$ cat src/rtl/mcb_command_scheduler.sv
`default_nettype none
// ============================================================================
// mcb_command_scheduler : queues MCB command strobes, issues one at a time.
// Optional ISSUE timeout via MCB_SCHED_TIMEOUT_EN.            Rev 1.0
// ============================================================================
module mcb_command_scheduler #(
  parameter int FIFO_DEPTH     = 4,
  parameter int TIMEOUT_CYCLES = 1024
) (
  input  logic        sysClk,
  input  logic        sysRst_n,
  input  logic [7:0]  instruction_in,
  input  logic [63:0] data_in,
  input  logic        valid_camwrite_in,
  input  logic        valid_read_in,
  input  logic        valid_mem_in,
  output logic [7:0]  cmd_instr,
  output logic [63:0] cmd_data,
  output logic        cam_req,
  output logic        read_req,
  output logic        mem_req,
  input  logic        cam_ack,
  input  logic        read_ack,
  input  logic        mem_ack,
  output logic        cmd_full,
  output logic        sched_busy,
  output logic [7:0]  drop_cnt,
  output logic        timeout_err,
  input  logic        err_clear
);

  localparam int c_AW = $clog2(FIFO_DEPTH);
  localparam int c_EW = 2 + 8 + 64;

  typedef enum logic [1:0] {
    S_IDLE    = 2'd0,
    S_LOAD    = 2'd1,
    S_ISSUE   = 2'd2,
    S_RECOVER = 2'd3
  } state_t;

  state_t r_state, w_state_nxt;

  logic [c_EW-1:0] r_fifo [FIFO_DEPTH];
  logic [c_AW:0]   r_wr_ptr, r_rd_ptr;
  logic [1:0]      r_tgt;
  logic [7:0]      r_cmd_instr;
  logic [63:0]     r_cmd_data;
  logic [7:0]      r_drop_cnt;

  logic [2:0] w_valid;
  logic [1:0] w_tgt_in;
  logic       w_empty, w_full, w_push, w_drop, w_pop, w_ack_sel, w_to_hit;

  assign w_valid  = {valid_mem_in, valid_read_in, valid_camwrite_in};
  assign w_empty  = (r_wr_ptr == r_rd_ptr);
  assign w_full   = (r_wr_ptr[c_AW] != r_rd_ptr[c_AW]) &&
                    (r_wr_ptr[c_AW-1:0] == r_rd_ptr[c_AW-1:0]);
  // Fullness is judged on the pre-pop pointers, so a same-edge pop never frees a slot.
  assign w_push   = $onehot(w_valid) && !w_full;
  assign w_drop   = (|w_valid) && !w_push;
  assign w_pop    = (r_state == S_LOAD);
  assign w_tgt_in = valid_read_in ? 2'd1 : (valid_mem_in ? 2'd2 : 2'd0);

  always_ff @(posedge sysClk) begin
    if (w_push) begin
      r_fifo[r_wr_ptr[c_AW-1:0]] <= {w_tgt_in, instruction_in, data_in};
    end
  end

  always_ff @(posedge sysClk) begin
    if (!sysRst_n) begin
      r_wr_ptr    <= '0;
      r_rd_ptr    <= '0;
      r_drop_cnt  <= '0;
      r_tgt       <= '0;
      r_cmd_instr <= '0;
      r_cmd_data  <= '0;
      r_state     <= S_IDLE;
    end else begin
      r_state <= w_state_nxt;
      if (w_push) r_wr_ptr <= r_wr_ptr + 1'b1;
      if (w_pop) begin
        r_rd_ptr <= r_rd_ptr + 1'b1;
        {r_tgt, r_cmd_instr, r_cmd_data} <= r_fifo[r_rd_ptr[c_AW-1:0]];
      end
      if (w_drop && (r_drop_cnt != 8'hFF)) r_drop_cnt <= r_drop_cnt + 8'd1;
    end
  end

  always_comb begin
    w_ack_sel = 1'b0;
    case (r_tgt)
      2'd0:    w_ack_sel = cam_ack;
      2'd1:    w_ack_sel = read_ack;
      default: w_ack_sel = mem_ack;
    endcase
  end

  always_comb begin
    w_state_nxt = r_state;
    case (r_state)
      S_IDLE:    if (!w_empty) w_state_nxt = S_LOAD;
      S_LOAD:    w_state_nxt = S_ISSUE;
      S_ISSUE:   if (w_ack_sel || w_to_hit) w_state_nxt = S_RECOVER;
      default:   w_state_nxt = S_IDLE;
    endcase
  end

`ifdef MCB_SCHED_TIMEOUT_EN
  localparam int              c_TW      = (TIMEOUT_CYCLES > 1) ? $clog2(TIMEOUT_CYCLES) : 1;
  localparam logic [c_TW-1:0] c_TO_LAST = c_TW'(TIMEOUT_CYCLES - 1);

  logic [c_TW-1:0] r_to_cnt;
  logic            r_timeout_err;

  // An ack on the final counted edge wins over the timeout.
  assign w_to_hit = (r_state == S_ISSUE) && !w_ack_sel && (r_to_cnt == c_TO_LAST);

  always_ff @(posedge sysClk) begin
    if (!sysRst_n) begin
      r_to_cnt      <= '0;
      r_timeout_err <= 1'b0;
    end else begin
      r_to_cnt <= (r_state == S_ISSUE) ? r_to_cnt + 1'b1 : '0;
      if (w_to_hit)       r_timeout_err <= 1'b1;
      else if (err_clear) r_timeout_err <= 1'b0;
    end
  end

  assign timeout_err = r_timeout_err;
`else
  logic w_unused_cfg;
  assign w_unused_cfg = err_clear | (TIMEOUT_CYCLES > 0);
  assign w_to_hit     = 1'b0;
  assign timeout_err  = 1'b0;
`endif

  assign cam_req    = (r_state == S_ISSUE) && (r_tgt == 2'd0);
  assign read_req   = (r_state == S_ISSUE) && (r_tgt == 2'd1);
  assign mem_req    = (r_state == S_ISSUE) && (r_tgt == 2'd2);
  assign cmd_instr  = r_cmd_instr;
  assign cmd_data   = r_cmd_data;
  assign cmd_full   = w_full;
  assign sched_busy = (r_state != S_IDLE) || !w_empty;
  assign drop_cnt   = r_drop_cnt;

endmodule
`default_nettype wire

$ cat config.mk
export PLATFORM = sky130hd
export DESIGN_NAME = mcb_command_scheduler
export DESIGN_NICKNAME = d
export VERILOG_FILES = /design/src/rtl/mcb_command_scheduler.sv
export SDC_FILE = /design/constraint.sdc
export NUM_CORES = 1
export LEC_CHECK = 0
export CORE_ASPECT_RATIO = 1.1
export CORE_MARGIN = 5
export CORE_UTILIZATION = 58
export DETAILED_ROUTE_END_ITERATION = 6
export GPL_ROUTABILITY_DRIVEN = 0
export GPL_TIMING_DRIVEN = 0
export PLACE_DENSITY = 0.82
export RECOVER_POWER = 50
export SLEW_MARGIN = 15
export SYNTH_ARGS = -nofsm -noshare
export SYNTH_HDL_FRONTEND = slang
export SYNTH_SLANG_ARGS = --single-unit
export TNS_END_PERCENT = 100
$ cat constraint.sdc
create_clock -name sysClk -period 6 [get_ports sysClk]
set_input_delay 1.2 -clock sysClk [delete_from_list [all_inputs] [get_ports sysClk]]
set_output_delay 1.2 -clock sysClk [all_outputs]
set_load 0.02 [all_outputs]
==> summary.json, run 1 <==
{
  "yosys_warnings": {"value": 0},
  "cts-root-buf": {"value": "sky130_fd_sc_hd__clkbuf_16"},
  "netlist_area": {"value": 14500, "unit": "um2"},
  "seq_area_frac_synth": {"value": 73.9, "unit": "%"},
  "rsz0062_at_grt": {"value": "false"},
  "worst_slack": {"value": 2.10, "unit": "ns"},
  "synth_top_area_share": {"value": 61.4, "unit": "%"},
  "slowest_stage": {"value": "sky130_fd_sc_hd__dlygate4sd3_1"},
  "yosys_cell_types": {"value": 36},
  "synth_area_leaders": {"value": "sky130_fd_sc_hd__edfxtp_1 61%, sky130_fd_sc_hd__dfxtp_1 12%, sky130_fd_sc_hd__mux4_2 12%"},
  "globalRoute.totalOverflow": {"value": 0},
  "cp_num_buf_inv": {"value": 4},
  "cts_hold_buffers": {"value": 0},
  "area_growth_syn_to_layout": {"value": 23.4, "unit": "%"},
  "n_antenna_cell": {"value": 0},
  "met3_length": {"value": 1900, "unit": "um"},
  "cellLeakagePower": {"value": 5.84, "unit": "nW"},
  "wl": {"value": 27900, "unit": "um"},
  "power_per_cell_area": {"value": 411, "unit": "nW/um2"},
  "vias_in_the_first_global_route": {"value": 7786},
  "grt_max_degree": {"value": 44},
  "tritoncts": {"value": "built"},
  "tightestPinTransition": {"value": 0.940, "unit": "ns"},
  "rows": {"value": 60},
  "setup.reg_to_reg.worst_slack": {"value": 3.06, "unit": "ns"},
  "hold_viol": {"value": 0},
  "design.core.area": {"value": 24500, "unit": "um2"},
  "drt_pre_antenna_iters": {"value": 5},
  "syn-num-nets": {"value": 838},
  "max_clock_freq": {"value": 256, "unit": "MHz"},
  "detail_route.wl_per_cell": {"value": 21.6, "unit": "um"},
  "die_h": {"value": 176, "unit": "um"},
  "ys.flop_type": {"value": "sky130_fd_sc_hd__edfxtp_1"},
  "detailedPlacementHpwl": {"value": 17300, "unit": "um"},
  "worst_path_dominant_cell_family": {"value": "buffers and inverters"},
  "timing_worst_setup_path_type": {"value": "primary input to flop"},
  "route.vias.total": {"value": 7276},
  "ratio_of_cells_with_drive_above_1_in_the_final_layout": {"value": 15.3, "unit": "%"},
  "worst_setup_hold_path_clk_slew": {"value": 0.06, "unit": "ns"},
  "maxSlewHeadroom": {"value": 37.3, "unit": "%"},
  "worst_hold_path_type": {"value": "flop to flop"},
  "fin_nets": {"value": 1045},
  "final_min_period_over_clock_period": {"value": 65.0, "unit": "%"},
  "routed_met2_length": {"value": 14100, "unit": "um"},
  "synth_cells": {"value": 746},
  "cp_cell_sequence": {"value": "dlygate4sd3_1, fa_1, inv_1, a311oi_2, buf_6, and2_4, buf_12"},
  "synthMostInstantiatedCell": {"value": "sky130_fd_sc_hd__edfxtp_1"},
  "crit_path_max_incr_delay": {"value": 0.65, "unit": "ns"},
  "yosys_register_bits": {"value": 386},
  "async_flop_share": {"value": 0, "unit": "%"},
  "total_i_o_pin_count": {"value": 167},
  "arrival_time_at_the_worst_endpoint": {"value": 4.10, "unit": "ns"},
  "grt_antenna_before_repair": {"value": 4},
  "max-vdd-ir-drop": {"value": 322, "unit": "uV"},
  "layout.cells.non_filler": {"value": 1292},
  "post-route-drc-count": {"value": 0},
  "setup_viol_count_final": {"value": 0},
  "route.detailed.vias_per_inst": {"value": 5.63},
  "synth_area_per_cell": {"value": 19.4, "unit": "um2"},
  "placed_cells": {"value": 1223},
  "fp.dieW": {"value": 161, "unit": "um"},
  "die_area": {"value": 28200, "unit": "um2"},
  "cp.required": {"value": 6.20, "unit": "ns"},
  "detailedPlace.worstSlack": {"value": 1.65, "unit": "ns"},
  "placement.io_buffers": {"value": 163},
  "drt_iter0_drc": {"value": 472},
  "startpoint_type": {"value": "primary input"},
  "synth_top_area_cell": {"value": "sky130_fd_sc_hd__edfxtp_1"},
  "global_route_wire_length_before_repair": {"value": 43300, "unit": "um"},
  "route.layer.met1.wl": {"value": 11400, "unit": "um"},
  "cts_htree_levels": {"value": 2},
  "run_status": {"value": "finished, final reports clean"},
  "synth_edf_count": {"value": 296},
  "fillCellCount": {"value": 1530},
  "routed.top_layer": {"value": "met5"},
  "clkLatencyLatePin": {"value": 0.51, "unit": "ns"},
  "postCtsResizedCells": {"value": 0},
  "clock-sinks": {"value": 386},
  "synth_top_cells_by_count": {"value": "296 x sky130_fd_sc_hd__edfxtp_1, 90 x sky130_fd_sc_hd__dfxtp_1, 86 x sky130_fd_sc_hd__mux2i_1"},
  "numCtsBuffers": {"value": 38},
  "timing.final.max_slew_violations": {"value": 0},
  "critical_path_peak_fanout": {"value": 43},
  "postCtsSetupBuffers": {"value": 0},
  "final_antenna_net_count": {"value": 0},
  "worstSetupEndpointType": {"value": "flop"},
  "final_core_util": {"value": 72.7, "unit": "%"},
  "initial_cell_density_of_the_core": {"value": 58.9, "unit": "%"},
  "globalRouteTotalUtil": {"value": 19.8, "unit": "%"},
  "final.min_clock_period": {"value": 3.90, "unit": "ns"},
  "cts-root-to-sink-buffers": {"value": 3},
  "cap_violations": {"value": 0},
  "fin_skew": {"value": 0.0132, "unit": "ns"}
}
==> layout by cell type, fill, tap and decap left out, types with 2 or more instances in the layout <==
cell / Yosys / routed
sky130_fd_sc_hd__and2_0: 0 / 2
sky130_fd_sc_hd__and2_1: 9 / 3
sky130_fd_sc_hd__and2_4: 0 / 4
sky130_fd_sc_hd__buf_1: 9 / 8
sky130_fd_sc_hd__buf_16: 0 / 3
sky130_fd_sc_hd__buf_2: 10 / 4
sky130_fd_sc_hd__buf_4: 6 / 2
sky130_fd_sc_hd__bufinv_16: 0 / 4
sky130_fd_sc_hd__clkbuf_1: 13 / 33
sky130_fd_sc_hd__clkbuf_16: 0 / 41
sky130_fd_sc_hd__clkdlybuf4s50_1: 0 / 82
sky130_fd_sc_hd__clkinv_2: 0 / 10
sky130_fd_sc_hd__clkinv_4: 0 / 2
sky130_fd_sc_hd__dfxtp_1: 90 / 90
sky130_fd_sc_hd__dlygate4sd3_1: 0 / 81
sky130_fd_sc_hd__edfxtp_1: 296 / 296
sky130_fd_sc_hd__ha_1: 10 / 10
sky130_fd_sc_hd__inv_1: 6 / 6
sky130_fd_sc_hd__mux2i_1: 86 / 86
sky130_fd_sc_hd__mux4_2: 74 / 74
sky130_fd_sc_hd__nand2_1: 16 / 16
sky130_fd_sc_hd__nand2b_1: 5 / 5
sky130_fd_sc_hd__nand3_1: 3 / 3
sky130_fd_sc_hd__nand4_1: 2 / 2
sky130_fd_sc_hd__nand4b_1: 2 / 2
sky130_fd_sc_hd__nor2_1: 4 / 4
sky130_fd_sc_hd__nor2b_1: 77 / 77
sky130_fd_sc_hd__nor3_1: 2 / 2
sky130_fd_sc_hd__nor4_1: 3 / 3
sky130_fd_sc_hd__nor4b_1: 2 / 2
sky130_fd_sc_hd__o21ai_0: 2 / 2
sky130_fd_sc_hd__xnor2_1: 5 / 5
sky130_fd_sc_hd__xor2_1: 2 / 2
==> path summary, 6_finish.rpt <==
path	start	endpoint	depth (start not counted)
hold reg to reg	drop_cnt[5]	drop_cnt[5]	2
setup / recovery	valid_read_in	r_fifo[3][64]	7
hold / removal	drop_cnt[5]	drop_cnt[5]	2
setup reg to reg	r_rd_ptr[0]	cmd_data[62]	6
==> final cells by class <==
class / instances / area (um2) / share of cell area, %
plain buffers: 39 / 166 / 0.932
clock buffers: 51 / 1070 / 6.01
clock inverters: 18 / 200 / 1.12
inverters: 6 / 22.5 / 0.126
multi-input cells: 315 / 3570 / 20.0
flip-flops and latches: 386 / 10700 / 59.9
well taps: 310 / 388 / 2.17
repair buffers: 167 / 1730 / 9.72
==> cell families (layout without fill, tap and decap cells) <==
logic type                 count (synthesis)  after routing  synth area share (%)
DFF                                      386            386                  73.9
muxes                                    161            161                  17.6
and+or+nand+nor                          129            129                  5.29
buffers and inverters                     45            281                  1.46
adders and majority gates                 11             11                  1.00
xor gates and xnor gates                   7              7                 0.424
AOI/OAI and AO/OA                          6              6                 0.337
other                                      1              1                0.0259
==> worst min-delay path: stages, from the launching register on <==
cell and delay [ns]:
sky130_fd_sc_hd__dfxtp_1 0.33, sky130_fd_sc_hd__nand2_1 0.07, sky130_fd_sc_hd__mux2i_1 0.06
==> metal layers <==
metal / track usage, % / vias to the layer above
met4: 4.41 / 8
met1: 25.3 / 3710
met5: 0 / -
met2: 34.3 / 196
li1: - / 3321
met3: 5.37 / 41
==> report_power, final <==
part / total [mW] / internal [mW] / switching, mW
Sequential: 3.23 / 3.11 / 0.113
Clock: 2.38 / 1.44 / 0.945
Combinational: 1.73 / 0.873 / 0.860
==> registers in the layout, indices dropped and copies added, names as in the netlist <==
name / flops
drop_cnt: 8
cmd_data: 64
r_rd_ptr: 3
r_fifo: 296
r_tgt: 2
r_wr_ptr: 3
cmd_instr: 8
r_state: 2
==> metrics by stage <==
stage | total power [mW] | TNS (ns) | hold WS, ns | cell area (um2)
2_1_floorplan | 4.44 | 0 | 0.468 | 14500
3_3_place_gp | 5.03 | -161.36 | 0.472 | 16500
3_5_place_dp | 5.07 | 0 | 0.490 | 16600
4_1_cts | 7.46 | 0 | 0.500 | 17900
5_1_grt | 7.68 | 0 | 0.522 | 17800
6_report | 7.34 | 0 | 0.498 | 17800
Power figures use the tool's default switching activity.
==> run 2: changes to the inputs <==
CORE_UTILIZATION = 56   (was 58)
PLACE_DENSITY = 0.8   (was 0.82)
clock period = 3.75 ns   (was 6 ns; I/O delays follow)
==> run 2 against run 1 <==
Effect of this change: non-clock buffer count unchanged; hold slack got worse by 0.013 ns; via count barely moved; core utilization shrank 2.6 points; flip-flop and latch count did not move; setup slack worse by 1.7 ns; critical path depth is the same; die area up 3.4%; highest routed layer unchanged.
==> summary.json, run 2 (same netlist as run 1, synthesis figures left out) <==
{
  "cell_internal_pwr": {"value": 8.46, "unit": "mW", "change": "was 5.42 mW"},
  "total_i_o_pin_count": {"value": 167, "change": "unchanged"},
  "final_core_util": {"value": 70.1, "unit": "%", "change": "was 72.7%"},
  "cp_cell_sequence": {"value": "dlygate4sd3_1, fa_1, inv_1, a311oi_2, buf_6, and2_4, buf_12", "change": "unchanged"},
  "setup_viol_count_final": {"value": 0, "change": "unchanged"},
  "power.clock.fraction": {"value": 31.2, "unit": "%", "change": "was 32.4%"},
  "p_sw": {"value": 3.07, "unit": "mW", "change": "was 1.92 mW"},
  "die_h": {"value": 179, "unit": "um", "change": "was 176 um"},
  "route.vias.total": {"value": 7279, "change": "was 7,276"},
  "ratio_of_cells_with_drive_above_1_in_the_final_layout": {"value": 15.0, "unit": "%", "change": "was 15.3%"},
  "die_area": {"value": 29100, "unit": "um2", "change": "was 28,200 um2"},
  "vias_in_the_first_global_route": {"value": 7774, "change": "was 7,786"},
  "route.layer.met1.wl": {"value": 11500, "unit": "um", "change": "was 11,400 um"},
  "postCtsResizedCells": {"value": 0, "change": "unchanged"},
  "fin_skew": {"value": 0.0117, "unit": "ns", "change": "was 0.0132 ns"},
  "final_min_period_over_clock_period": {"value": 90.1, "unit": "%"},
  "rows": {"value": 61, "change": "was 60"},
  "clkLatencyLatePin": {"value": 0.51, "unit": "ns", "change": "about the same"},
  "worst_hold_path_type": {"value": "flop to flop", "change": "unchanged"},
  "slowest_stage": {"value": "sky130_fd_sc_hd__dlygate4sd3_1", "change": "unchanged"},
  "detailedPlacementHpwl": {"value": 17800, "unit": "um", "change": "was 17,300 um"},
  "power_switching_share": {"value": 26.6, "unit": "%", "change": "was 26.1%"},
  "placement.io_buffers": {"value": 163, "change": "unchanged"},
  "postCtsSetupBuffers": {"value": 0, "change": "unchanged"},
  "drt_iter0_drc": {"value": 498, "change": "was 472"},
  "fin_nets": {"value": 1045, "change": "unchanged"},
  "run_status": {"value": "finished, final reports clean", "change": "unchanged"},
  "routed_met2_length": {"value": 13800, "unit": "um", "change": "was 14,100 um"},
  "wl": {"value": 28300, "unit": "um", "change": "was 27,900 um"},
  "critical_path_peak_fanout": {"value": 43, "change": "unchanged"},
  "arrival_time_at_the_worst_endpoint": {"value": 3.58, "unit": "ns", "change": "was 4.10 ns"},
  "met3_length": {"value": 2140, "unit": "um", "change": "was 1900 um"},
  "cts_hold_buffers": {"value": 0, "change": "unchanged"},
  "share_of_power_burned_in_combinational_logic": {"value": 24.0, "unit": "%", "change": "was 23.6%"},
  "startpoint_type": {"value": "primary input", "change": "unchanged"},
  "tightestPinTransition": {"value": 0.966, "unit": "ns", "change": "was 0.940 ns"},
  "timing.final.max_slew_violations": {"value": 0, "change": "unchanged"},
  "mostFrequentLayoutCell": {"value": "sky130_fd_sc_hd__edfxtp_1", "change": "unchanged"},
  "max_reg_flops": {"value": 296, "change": "unchanged"},
  "globalRoute.totalOverflow": {"value": 0, "change": "unchanged"},
  "grt_max_degree": {"value": 48, "change": "was 44"},
  "routed.top_layer": {"value": "met5", "change": "unchanged"},
  "cts_htree_levels": {"value": 2, "change": "unchanged"},
  "detail_route.wl_per_cell": {"value": 21.3, "unit": "um", "change": "was 21.6 um"},
  "cts-root-buf": {"value": "sky130_fd_sc_hd__clkbuf_16", "change": "unchanged"},
  "fp.dieW": {"value": 163, "unit": "um", "change": "was 161 um"},
  "area_growth_syn_to_layout": {"value": 23.2, "unit": "%", "change": "was 23.4%"},
  "final.min_clock_period": {"value": 3.38, "unit": "ns"},
  "power_per_cell_area": {"value": 647, "unit": "nW/um2", "change": "was 411 nW/um2"},
  "maxSlewHeadroom": {"value": 35.6, "unit": "%", "change": "was 37.3%"},
  "cap_violations": {"value": 0, "change": "unchanged"},
  "cp.required": {"value": 3.95, "unit": "ns", "change": "was 6.20 ns"},
  "final_antenna_net_count": {"value": 0, "change": "unchanged"},
  "leading_cell_types_in_the_layout_fill_and_taps_excluded": {"value": "296 x sky130_fd_sc_hd__edfxtp_1, 95 x sky130_fd_sc_hd__dlygate4sd3_1, 90 x sky130_fd_sc_hd__dfxtp_1", "change": "was 296 x sky130_fd_sc_hd__edfxtp_1, 90 x sky130_fd_sc_hd__dfxtp_1, 86 x sky130_fd_sc_hd__mux2i_1"},
  "grt_antenna_before_repair": {"value": 9, "change": "was 4"},
  "placed_cell_area": {"value": 16600, "unit": "um2", "change": "about the same"},
  "rsz0062_at_grt": {"value": "false", "change": "unchanged"},
  "globalRouteTotalUtil": {"value": 19.9, "unit": "%", "change": "was 19.8%"},
  "max-vdd-ir-drop": {"value": 431, "unit": "uV", "change": "was 322 uV"},
  "crit_path_max_incr_delay": {"value": 0.65, "unit": "ns", "change": "about the same"},
  "worst_setup_hold_path_clk_slew": {"value": 0.06, "unit": "ns", "change": "about the same"},
  "global_route_wire_length_before_repair": {"value": 43900, "unit": "um", "change": "was 43,300 um"},
  "tritoncts": {"value": "built", "change": "unchanged"},
  "timing_worst_setup_path_type": {"value": "primary input to flop", "change": "unchanged"},
  "max_clock_freq": {"value": 296, "unit": "MHz"},
  "cts-root-to-sink-buffers": {"value": 3, "change": "unchanged"},
  "final_area": {"value": 17800, "unit": "um2", "change": "about the same"},
  "numCtsBuffers": {"value": 38, "change": "unchanged"},
  "multi_input_comb_area": {"value": 3570, "unit": "um2", "change": "unchanged"},
  "cellLeakagePower": {"value": 5.84, "unit": "nW", "change": "about the same"},
  "fillCellCount": {"value": 1681, "change": "was 1,530"},
  "route.detailed.vias_per_inst": {"value": 5.48, "change": "was 5.63"},
  "footprint_of_the_flip_flops_and_latches": {"value": 10700, "unit": "um2", "change": "unchanged"},
  "clock-sinks": {"value": 386, "change": "unchanged"},
  "initial_cell_density_of_the_core": {"value": 56.9, "unit": "%", "change": "was 58.9%"},
  "worstSetupEndpointType": {"value": "flop", "change": "unchanged"},
  "drt_pre_antenna_iters": {"value": 4, "change": "was 5"},
  "power.share.sequential": {"value": 44.8, "unit": "%", "change": "was 43.9%"},
  "hold_viol": {"value": 0, "change": "unchanged"},
  "post-route-drc-count": {"value": 0, "change": "unchanged"},
  "design.core.area": {"value": 25400, "unit": "um2", "change": "was 24,500 um2"},
  "finalHoldWorstSlack": {"value": 0.486, "unit": "ns", "change": "was 0.498 ns"}
}
==> run 2: worst paths after layout <==
| check | end | slack (ns) | from | cells after the start |
|---|---|---|---|---|
| worst max-delay path | r_fifo[1][68] | 0.37 | valid_read_in | 7 |
| worst min-delay path | drop_cnt[5] | 0.49 | drop_cnt[5] | 2 |
| worst max register to register | cmd_data[6] | 0.69 | r_rd_ptr[0] | 6 |
| worst min register to register | drop_cnt[5] | 0.49 | drop_cnt[5] | 2 |
==> run 2: final cells by class <==
class,count,share of cell area [%]
clock buffers,55,6.15
multi-input cells,315,20.1
plain buffers,39,0.920
inverters,6,0.126
clock inverters,13,0.548
flip-flops and latches,386,60.0
diodes,2,0.0281
well taps,346,2.43
repair buffers,167,9.73
==> run 2: metal layers <==
layer / GRT usage, % / vias up
li1: - / 3315
met1: 26.2 / 3665
met2: 32.5 / 217
met3: 5.82 / 66
met4: 5.91 / 16
met5: 0 / -
==> run 2: power by group through the flow <==
stage          clock, mW  combinational (mW)  sequential [mW]
2_1_floorplan          0                1.64             5.46
3_3_place_gp           0                2.79             5.25
3_5_place_dp           0                2.87             5.25
4_1_cts             3.69                2.89             5.17
5_1_grt             3.89                3.00             5.20
6_report            3.60                2.77             5.17
==> run 2: critical path: cells and delay by family <==
| kind | cells | cell delay (ns) |
|---|---|---|
| buffers and inverters | 4 | 1.23 |
| AO/OA/AOI/OAI | 1 | 0.41 |
| AND/OR/NAND/NOR | 1 | 0.62 |
| adder cells (fa/ha/maj) | 1 | 0.54 |
==> run 2: metrics by stage <==
| stage | TNS, ns | power, mW | worst slack [ns] | std cells |
|---|---|---|---|---|
| after CTS | 0 | 11.7 | 0.444 | 1327 |
| after detailed placement | -6.20 | 8.12 | -0.104 | 1259 |
| after global placement | -259.70 | 8.04 | -0.896 | 1255 |
| after global routing | 0 | 12.1 | 0.251 | 1328 |
| after floorplan | 0 | 7.10 | 0.521 | 746 |
| final | 0 | 11.5 | 0.371 | 1329 |
==> run 3: changes to the inputs <==
CORE_UTILIZATION = 58   (was 56)
DONT_BUFFER_PORTS = 1   (was not set)
PLACE_DENSITY = 0.74   (was 0.8)
==> run 3 against run 2 <==
Effect of this change: routed wire length is 3.8% lower; die area down 3.2%; sequential power grew 6.0%; critical path type unchanged; final cell count fell by 15%; first-iteration DRC count decreased by 11%; critical path depth down 1; highest routed layer is now met4.
==> summary.json, run 3 (same netlist as run 1, synthesis figures left out) <==
{
  "run_status": {"value": "finished, final reports clean", "change": "unchanged"},
  "placement.io_buffers": {"value": 0, "change": "was 163"},
  "final_antenna_net_count": {"value": 0, "change": "unchanged"},
  "rows": {"value": 60, "change": "was 61"},
  "rsz0062_at_grt": {"value": "false", "change": "unchanged"},
  "max_reg_flops": {"value": 296, "change": "unchanged"},
  "mostFrequentLayoutCell": {"value": "sky130_fd_sc_hd__edfxtp_1", "change": "unchanged"},
  "worst_hold_path_type": {"value": "primary input to flop", "change": "was flop to flop"},
  "post-route-drc-count": {"value": 0, "change": "unchanged"},
  "final_area": {"value": 16300, "unit": "um2", "change": "was 17,800 um2"},
  "hold_path.startpoint": {"value": "data_in[3]", "change": "was drop_cnt[5]"},
  "setup_viol_count_final": {"value": 0, "change": "unchanged"},
  "timing_worst_setup_path_type": {"value": "primary input to flop", "change": "unchanged"},
  "grt_util_met2": {"value": 34.5, "unit": "%", "change": "was 32.5%"},
  "die_area": {"value": 28200, "unit": "um2", "change": "was 29,100 um2"},
  "tightestPinTransition": {"value": 1.02, "unit": "ns", "change": "was 0.966 ns"},
  "numCtsBuffers": {"value": 38, "change": "unchanged"},
  "final_core_util": {"value": 66.2, "unit": "%", "change": "was 70.1%"},
  "globalRouteMet1Util": {"value": 21.8, "unit": "%", "change": "was 26.2%"},
  "tritoncts": {"value": "built", "change": "unchanged"},
  "worst_path_dominant_cell_family": {"value": "compound AO/OA/AOI/OAI gates", "change": "was buffers and inverters"},
  "finalHoldWorstSlack": {"value": 0.330, "unit": "ns", "change": "was 0.486 ns"},
  "max_clock_freq": {"value": 327, "unit": "MHz", "change": "was 296 MHz"},
  "grt_antenna_before_repair": {"value": 0, "change": "was 9"},
  "clock-sinks": {"value": 386, "change": "unchanged"},
  "postCtsSetupBuffers": {"value": 0, "change": "unchanged"},
  "globalRoute.totalOverflow": {"value": 0, "change": "unchanged"},
  "leading_cell_types_in_the_layout_fill_and_taps_excluded": {"value": "296 x sky130_fd_sc_hd__edfxtp_1, 90 x sky130_fd_sc_hd__dfxtp_1, 86 x sky130_fd_sc_hd__mux2i_1", "change": "was 296 x sky130_fd_sc_hd__edfxtp_1, 95 x sky130_fd_sc_hd__dlygate4sd3_1, 90 x sky130_fd_sc_hd__dfxtp_1"},
  "postCtsResizedCells": {"value": 0, "change": "unchanged"},
  "cp_cell_sequence": {"value": "fa_1, inv_1, a311oi_1, buf_6, and2_4, buf_12", "change": "was dlygate4sd3_1, fa_1, inv_1, a311oi_2, buf_6, and2_4, buf_12"},
  "placed_cell_area": {"value": 14900, "unit": "um2", "change": "was 16,600 um2"},
  "fillCellCount": {"value": 1584, "change": "was 1,681"},
  "power_per_cell_area": {"value": 700, "unit": "nW/um2", "change": "was 647 nW/um2"},
  "area_growth_syn_to_layout": {"value": 12.4, "unit": "%", "change": "was 23.2%"},
  "cellLeakagePower": {"value": 5.23, "unit": "nW", "change": "was 5.84 nW"},
  "worstSetupEndpointType": {"value": "flop", "change": "unchanged"},
  "clkLatencyLatePin": {"value": 0.51, "unit": "ns", "change": "about the same"},
  "timing.final.max_slew_violations": {"value": 0, "change": "unchanged"},
  "final_min_period_over_clock_period": {"value": 81.7, "unit": "%", "change": "was 90.1%"},
  "route.detailed.vias_per_inst": {"value": 5.88, "change": "was 5.48"},
  "detailedPlacementHpwl": {"value": 17800, "unit": "um", "change": "about the same"},
  "vias_in_the_first_global_route": {"value": 7313, "change": "was 7,774"},
  "cts_hold_buffers": {"value": 0, "change": "unchanged"},
  "critical_path_peak_fanout": {"value": 39, "change": "was 43"},
  "grt_max_degree": {"value": 42, "change": "was 48"},
  "hold_viol": {"value": 0, "change": "unchanged"},
  "cap_violations": {"value": 0, "change": "unchanged"},
  "cts-root-buf": {"value": "sky130_fd_sc_hd__clkbuf_16", "change": "unchanged"},
  "maxSlewHeadroom": {"value": 31.8, "unit": "%", "change": "was 35.6%"},
  "detail_route.wl_per_cell": {"value": 24.1, "unit": "um", "change": "was 21.3 um"},
  "detailedPlace.worstSlack": {"value": 0.446, "unit": "ns", "change": "was -0.104 ns"},
  "arrival_time_at_the_worst_endpoint": {"value": 3.25, "unit": "ns", "change": "was 3.58 ns"},
  "final.min_clock_period": {"value": 3.06, "unit": "ns", "change": "was 3.38 ns"},
  "crit_path_max_incr_delay": {"value": 0.72, "unit": "ns", "change": "was 0.65 ns"},
  "holdPathEnd": {"value": "r_fifo[0][3]", "change": "was drop_cnt[5]"},
  "max-vdd-ir-drop": {"value": 445, "unit": "uV", "change": "was 431 uV"},
  "setup.reg_to_reg.worst_slack": {"value": 0.73, "unit": "ns", "change": "was 0.69 ns"},
  "footprint_of_the_flip_flops_and_latches": {"value": 10700, "unit": "um2", "change": "unchanged"},
  "drt_pre_antenna_iters": {"value": 5, "change": "was 4"},
  "fp.dieW": {"value": 161, "unit": "um", "change": "was 163 um"},
  "die_h": {"value": 176, "unit": "um", "change": "was 179 um"},
  "total_i_o_pin_count": {"value": 167, "change": "unchanged"},
  "drt_iter0_drc": {"value": 442, "change": "was 498"},
  "critical_path.reg2reg.endpoint": {"value": "r_fifo[0][49]", "change": "was cmd_data[6]"},
  "cts-root-to-sink-buffers": {"value": 3, "change": "unchanged"},
  "cts_htree_levels": {"value": 2, "change": "unchanged"},
  "route.vias.total": {"value": 6647, "change": "was 7,279"},
  "r2r_depth": {"value": 6, "change": "unchanged"},
  "initial_cell_density_of_the_core": {"value": 58.9, "unit": "%", "change": "was 56.9%"},
  "worst_hold_path.num_cells": {"value": 0, "change": "was 2"},
  "ratio_of_cells_with_drive_above_1_in_the_final_layout": {"value": 18.5, "unit": "%", "change": "was 15.0%"},
  "n_antenna_cell": {"value": 0, "change": "was 2"},
  "wl": {"value": 27300, "unit": "um", "change": "was 28,300 um"},
  "fin_skew": {"value": 0.0116, "unit": "ns", "change": "was 0.0117 ns"},
  "startpoint_type": {"value": "primary input", "change": "unchanged"},
  "placed_cells": {"value": 1060, "change": "was 1,259"},
  "slowest_stage": {"value": "sky130_fd_sc_hd__a311oi_1", "change": "was sky130_fd_sc_hd__dlygate4sd3_1"},
  "grt_most_used_layer": {"value": "met2", "change": "unchanged"},
  "use_met3": {"value": 7.56, "unit": "%", "change": "was 5.82%"},
  "layout.cells.non_filler": {"value": 1130, "change": "was 1,329"},
  "worst_slack": {"value": 0.688, "unit": "ns", "change": "was 0.371 ns"},
  "global_route_wire_length_before_repair": {"value": 42300, "unit": "um", "change": "was 43,900 um"},
  "multi_input_comb_area": {"value": 3570, "unit": "um2", "change": "about the same"},
  "cp_num_buf_inv": {"value": 3, "change": "was 4"},
  "worst_setup_hold_path_clk_slew": {"value": 0.06, "unit": "ns", "change": "about the same"},
  "globalRouteTotalUtil": {"value": 19.6, "unit": "%", "change": "was 19.9%"},
  "fin_nets": {"value": 882, "change": "was 1,045"},
  "cp.required": {"value": 3.93, "unit": "ns", "change": "was 3.95 ns"},
  "worst_r2r_startpoint": {"value": "r_rd_ptr[0]", "change": "unchanged"},
  "design.core.area": {"value": 24500, "unit": "um2", "change": "was 25,400 um2"}
}
## run 3: worst max path at each step
| stage | slack [ns] | startpoint | cells after the start | to |
|---|---|---|---|---|
| 6_report | 0.69 | valid_camwrite_in | 6 | r_fifo[0][49] |
| 5_1_grt | 0.59 | r_rd_ptr[0] | 6 | r_fifo[0][49] |
| 4_1_cts | 0.98 | valid_camwrite_in | 6 | r_fifo[3][5] |
| 3_5_place_dp | 0.45 | valid_camwrite_in | 6 | r_fifo[3][3] |
| 3_3_place_gp | -0.26 | valid_camwrite_in | 5 | r_fifo[0][60] |
| 2_1_floorplan | 0.52 | valid_camwrite_in | 5 | r_fifo[3][0] |
## run 3: layout make-up
cell class,instances,area share (%)
flip-flops and latches,386,65.8
multi-input cells,315,21.9
clock buffers,52,6.69
well taps,310,2.39
clock inverters,18,1.43
plain buffers,39,1.14
repair buffers,4,0.493
inverters,6,0.139
## run 3: metrics by stage
| stage | setup TNS [ns] | total power [mW] |
|---|---|---|
| floorplan | 0 | 7.10 |
| global placement | -72.08 | 7.50 |
| detailed placement | 0 | 7.59 |
| CTS | 0 | 11.5 |
| global route | 0 | 11.9 |
| finish | 0 | 11.4 |
## run 3: power breakdown
part	switching, mW	internal, mW	leakage [nW]
clock	1.48	2.44	0.648
combinational	0.964	1.01	1.16
sequential	0.495	4.98	3.42
## run 3: layer usage
layer,vias up,share of wire [%]
met5,-,0
met4,0,3.0
met3,57,9.3
met2,228,53
met1,3374,35
li1,2988,-
